[config.mk]
export PLATFORM = sky130hd
export DESIGN_NAME = ps2_packet_tx
export DESIGN_NICKNAME = d
export VERILOG_FILES = /design/src/rtl/ps2_packet_tx.sv
export SDC_FILE = /design/constraint.sdc
export NUM_CORES = 1
export LEC_CHECK = 0
export ABC_CLOCK_PERIOD_IN_PS = 1850
export CORE_MARGIN = 4
export CORE_UTILIZATION = 39
export CTS_CLUSTER_SIZE = 40
export DETAILED_ROUTE_END_ITERATION = 16
export PLACE_DENSITY_LB_ADDON = 0.25
export SYNTH_ARGS = -nofsm -noshare
export SYNTH_HDL_FRONTEND = slang
export SYNTH_SLANG_ARGS = --single-unit
[constraint.sdc]
create_clock -name clk -period 1.85 [get_ports clk]
set_input_delay 0.2775 -clock clk [delete_from_list [all_inputs] [get_ports clk]]
set_output_delay 0.2775 -clock clk [all_outputs]
set_load 0.02 [all_outputs]
[src/rtl/ps2_packet_tx.sv]
`default_nettype none
// ============================================================================
// Module   : ps2_packet_tx
// Function : Builds 3-byte PS/2 mouse packets from btn/dx/dy and streams them
//            out one byte at a time over a valid/ready byte interface.
// Option   : define PS2_TX_SAT_EN to clamp out-of-range motion and set the
//            overflow bits; otherwise motion is truncated to 9 bits.
// Revision : 1.0 - initial release
// ============================================================================
module ps2_packet_tx #(
   parameter int GAP_CYCLES = 0,
   parameter int MW         = 10
) (
   input  logic          clk,
   input  logic          reset_n,
   input  logic          pkt_valid,
   output logic          pkt_ready,
   input  logic [2:0]    btn,
   input  logic [MW-1:0] dx,
   input  logic [MW-1:0] dy,
   output logic [7:0]    out_data,
   output logic          out_valid,
   input  logic          out_ready,
   output logic          done,
   output logic          busy,
   output logic [15:0]   pkt_count
);

   localparam logic [2:0] S_IDLE  = 3'd0;
   localparam logic [2:0] S_SEND1 = 3'd1;
   localparam logic [2:0] S_GAP1  = 3'd2;
   localparam logic [2:0] S_SEND2 = 3'd3;
   localparam logic [2:0] S_GAP2  = 3'd4;
   localparam logic [2:0] S_SEND3 = 3'd5;

   localparam logic       c_has_gap  = (GAP_CYCLES > 0);
   localparam logic [7:0] c_gap_load = (GAP_CYCLES > 0) ? 8'(GAP_CYCLES - 1) : 8'd0;

   logic [2:0]  r_state;
   logic [2:0]  w_state_nxt;
   logic [23:0] r_pkt;
   logic [7:0]  r_last;
   logic [7:0]  r_gap_cnt;
   logic        r_done;
   logic [15:0] r_pkt_count;

   logic [8:0]  w_x9;
   logic [8:0]  w_y9;
   logic        w_xovf;
   logic        w_yovf;
   logic [23:0] w_enc;
   logic        w_accept;
   logic        w_byte_hs;
   logic        w_last_hs;
   logic        w_gap_enter;

   // ------------------------------------------------------------------------
   // Motion encoding into 9-bit two's complement plus overflow flag
   // ------------------------------------------------------------------------
`ifdef PS2_TX_SAT_EN
   localparam logic signed [MW-1:0] c_pos_lim = MW'(255);
   localparam logic signed [MW-1:0] c_neg_lim = MW'(-256);

   always_comb begin
      w_x9   = dx[8:0];
      w_y9   = dy[8:0];
      w_xovf = 1'b0;
      w_yovf = 1'b0;
      if ($signed(dx) > c_pos_lim) begin
         w_x9   = 9'h0FF;
         w_xovf = 1'b1;
      end else if ($signed(dx) < c_neg_lim) begin
         w_x9   = 9'h100;
         w_xovf = 1'b1;
      end
      if ($signed(dy) > c_pos_lim) begin
         w_y9   = 9'h0FF;
         w_yovf = 1'b1;
      end else if ($signed(dy) < c_neg_lim) begin
         w_y9   = 9'h100;
         w_yovf = 1'b1;
      end
   end
`else
   logic w_unused_hi;

   // Upper motion bits are discarded by the truncating encoder
   assign w_unused_hi = ^{dx, dy};

   always_comb begin
      w_x9   = dx[8:0];
      w_y9   = dy[8:0];
      w_xovf = 1'b0;
      w_yovf = 1'b0;
   end
`endif

   assign w_enc = {w_yovf, w_xovf, w_y9[8], w_x9[8], 1'b1, btn,
                   w_x9[7:0], w_y9[7:0]};

   assign w_accept    = (r_state == S_IDLE) && pkt_valid;
   assign w_byte_hs   = out_valid && out_ready;
   assign w_last_hs   = (r_state == S_SEND3) && out_ready;
   assign w_gap_enter = c_has_gap && out_ready &&
                        ((r_state == S_SEND1) || (r_state == S_SEND2));

   // ------------------------------------------------------------------------
   // FSM: state register
   // ------------------------------------------------------------------------
   always_ff @(posedge clk or negedge reset_n) begin
      if (!reset_n) begin
         r_state <= S_IDLE;
      end else begin
         r_state <= w_state_nxt;
      end
   end

   // ------------------------------------------------------------------------
   // FSM: next-state logic
   // ------------------------------------------------------------------------
   always_comb begin
      w_state_nxt = r_state;
      case (r_state)
         S_IDLE: begin
            if (pkt_valid) w_state_nxt = S_SEND1;
         end
         S_SEND1: begin
            if (out_ready) w_state_nxt = c_has_gap ? S_GAP1 : S_SEND2;
         end
         S_GAP1: begin
            if (r_gap_cnt == 8'd0) w_state_nxt = S_SEND2;
         end
         S_SEND2: begin
            if (out_ready) w_state_nxt = c_has_gap ? S_GAP2 : S_SEND3;
         end
         S_GAP2: begin
            if (r_gap_cnt == 8'd0) w_state_nxt = S_SEND3;
         end
         S_SEND3: begin
            if (out_ready) w_state_nxt = S_IDLE;
         end
         default: w_state_nxt = S_IDLE;
      endcase
   end

   // ------------------------------------------------------------------------
   // FSM: outputs (out_data falls back to the last sent byte when not valid)
   // ------------------------------------------------------------------------
   always_comb begin
      pkt_ready = (r_state == S_IDLE);
      busy      = (r_state != S_IDLE);
      out_valid = 1'b0;
      out_data  = r_last;
      case (r_state)
         S_SEND1: begin
            out_valid = 1'b1;
            out_data  = r_pkt[23:16];
         end
         S_SEND2: begin
            out_valid = 1'b1;
            out_data  = r_pkt[15:8];
         end
         S_SEND3: begin
            out_valid = 1'b1;
            out_data  = r_pkt[7:0];
         end
         default: begin
            out_valid = 1'b0;
            out_data  = r_last;
         end
      endcase
   end

   // ------------------------------------------------------------------------
   // Datapath registers
   // ------------------------------------------------------------------------
   always_ff @(posedge clk or negedge reset_n) begin
      if (!reset_n) begin
         r_pkt       <= 24'd0;
         r_last      <= 8'd0;
         r_gap_cnt   <= 8'd0;
         r_done      <= 1'b0;
         r_pkt_count <= 16'd0;
      end else begin
         r_done <= w_last_hs;
         if (w_accept) begin
            r_pkt <= w_enc;
         end
         if (w_byte_hs) begin
            r_last <= out_data;
         end
         if (w_gap_enter) begin
            r_gap_cnt <= c_gap_load;
         end else if (((r_state == S_GAP1) || (r_state == S_GAP2)) &&
                      (r_gap_cnt != 8'd0)) begin
            r_gap_cnt <= r_gap_cnt - 8'd1;
         end
         if (w_last_hs) begin
            r_pkt_count <= r_pkt_count + 16'd1;
         end
      end
   end

   assign done      = r_done;
   assign pkt_count = r_pkt_count;

endmodule
`default_nettype wire

==> impl_metrics.toml <==
[yosys]
synthArstFlopShare_pct = 100.0
synth_ff_type = "dfrtp_1"
synth_edf_count = 0
yosysWarningCount = 0
ys_seq_area_share_pct = 53.80
ys_ff_latch = 58
synth.distinct_cells = 33
syn-instance-count = 244
syn_nets = 274
synth_area_sq_um = 2698
syn_avg_cell_area_sq_um = 11.06

[cells_and_area]
final_cell_mix = "dfrtp_1 (57), clkdlybuf4s50_1 (40), nor2_1 (25), buf_4 (23), mux2_2 (21)"
multi_input_area_sq_um = 1262
drive_gt1_share_pct = 30.28
register_area_sq_um = 1453
final_common_cell = "dfrtp_1"
fillers = 593
finalInstanceArea_sq_um = 3786
diodes = 0
final_nets = 353
syn2layout_area_growth_pct = 40.35

[power_and_ir_drop]
power.share.clock_pct = 20.7
powerDensity_nw_per_um2 = 1518
finalPower_mw = 5.749
combinationalPowerShare_pct = 45.8
leakagePower_nw = 1.676
power.internal_mw = 3.773
vdd_drop_max_uv = 830.1
power.switching_mw = 1.976
power_frac_seq_pct = 33.5
p_sw_share_pct = 34.37

[drt]
first_pass_iters = 4
ant_nets = 0
vias_per_cell = 4.975
wl_per_cell_um = 13.83
finalWirelength_mm = 5.628
drc_errors = 0
vias = 2025
drt_iter0_markers = 72

[cts]
cts.sink_count = 58
htree_num_levels = 3
insertion_delay_ps = 320
clockBufferDepth = 2
clk_pin_slew_ps = 70
cts_buffers = 9
cts_tree = "built"
root_buffer = "clkbuf_8"

[global_route]
grt_pass1_vias = 2062
grt_overflow = 0
grtUsageTotal_pct = 14.24
grt_pass1_wl_mm = 9.425
antenna_found_initial = 0
grt_max_degree = 40

[worst_setup_path]
critPathRequiredTime_ps = 1570
r2r_setup_slack_ps = 60
crit_path_start_kind = "flip-flop"
cp_max_fo = 4
crit_path_top_delay_cell = "dfrtp_2"
crit_top_cell = "buf_6"
path_buf_inv = 2
cpPeakStageDelay_ps = 450
endpoint_kind = "output pin"
critical_path_class = "flip-flop to output pin"
cpLargestDelayFamily = "flip-flops"
crit_chain = "buf_6 > mux2_4 > o22ai_4 > and2_4 > nor2_2 > buf_6"
cp_data_arrival_time_ps = 1670

[outcome]
status = "finished with violations"
violations = "setup timing"

[timing]
hold_viol_final = 0
finalSetupViolations = 6
fmax_ghz = 0.5144
min_period_over_period_pct = 105.1
fin_crit_ps = 1944
tightest_slew_ps = 479.7
relSlewSlack_pct = 68.02
setup_ws_ps = -94.15
drv_slew = 0
fin_skew_ps = 6.106
rsz0062_at_grt = "true"

[place]
place_congestion = 0.8457
pre_cts_ws_ps = -204.3
place_hpwl_mm = 3.901
placed_area_sq_um = 3448
io_buffers = 52

[die]
ios = 55
fp.dieW_um = 91.17
std_cell_rows = 30
die-area_sq_um = 8311
die_h_um = 91.17
design.core.area_sq_um = 6756
start_util_pct = 39.93

[hold_path]
min_path_type = "primary input to asynchronous set/reset pin"

[job]
drv_cap = 0
state kept, by name, summed over array words and instances, names as in the netlist:
register   cells
pkt_count     16
r_pkt         22
r_gap_cnt      8
r_state        3
r_last         8
done           1
power by group through the flow:
stage	clock network, mW	logic [mW]	registers [mW]
2_1_floorplan	0	1.42	1.89
3_3_place_gp	0	2.32	1.92
3_5_place_dp	0	2.35	1.93
4_1_cts	1.22	2.36	1.92
5_1_grt	1.29	2.85	1.98
6_report	1.19	2.63	1.93
stage by stage:
stage                     util, %  setup TNS, ps  instances  hold WS (ps)
after global placement      51.04          -1326        386         267.7
after detailed placement    51.04          -1463        386         268.2
after CTS                   54.50         -459.7        405         453.6
after floorplan                 -              0        244        -18.09
final                       56.04         -313.3        407         440.7
after global routing        56.04          -1123        407         464.2
cell type report:
type                       count  share of cell area (%)
sequential                    58                   38.37
inverter                       8                  0.7931
clock buffer                  13                   4.461
timing repair buffer          80                   19.46
multi-input combinational    166                   33.34
clock inverter                 2                  0.9253
tap                           80                   2.644
final timing paths:
check                                end           from  cells past startpoint
setup / recovery             out_data[0]     r_state[1]                      6
hold / removal                 r_pkt[11]        reset_n                      2
setup reg to reg                r_pkt[8]     r_state[1]                      6
hold reg to reg            pkt_count[15]  pkt_count[15]                      1
max in group asynchronous     r_state[1]        reset_n                      3
min in group clk           pkt_count[15]  pkt_count[15]                      1
layer usage:
metal  share of wire (%)  vias up  global-route usage (%)
met1                  46      972                   18.86
li1                    -      986                       -
met5                   0        -                       0
met4                 1.6        0                   5.905
met2                  47       56                   21.03
met3                 5.8       11                   5.220
cells in the mapped netlist (all sizes together) (3+ instances only):
cell	number	area, sq um
a211oi	4	30.03
a21oi	6	30.03
and2	5	31.28
buf	6	37.53
clkbuf	6	22.52
dfrtp	58	1451
ha	3	37.54
inv	8	30.03
mux2	23	259.0
nand2	15	56.30
nand3	11	55.05
nand4	4	25.02
nor2	27	101.4
nor2b	6	37.54
nor3	6	30.03
nor3b	4	30.03
o21a	5	37.54
o21ai	4	20.02
xnor2	17	148.9
xor2	7	61.31
kinds of logic (layout without fill, tap and decap cells):
family                   after synthesis  after routing  share of synthesized area, %
AND/OR/NAND/NOR                       88             88                         16.33
flip-flops                            58             58                         53.80
AO/OA/AOI/OAI                         26             26                         7.004
multiplexers                          25             25                         10.34
XOR/XNOR                              24             24                         7.792
buffers and inverters                 20            103                         3.339
adder cells (fa/ha/maj)                3              3                         1.392
what timing repair did:
action / CTS / global route
setup buffers: 3 / 2
gates cloned: 0 / 0
resized for setup: 50 / 31
hold buffers: 1 / 0
pin swaps: 6 / 13
setup endpoints to repair: 11 / 14
hold endpoints to repair: 19 / 0
Power figures use the tool's default switching activity.
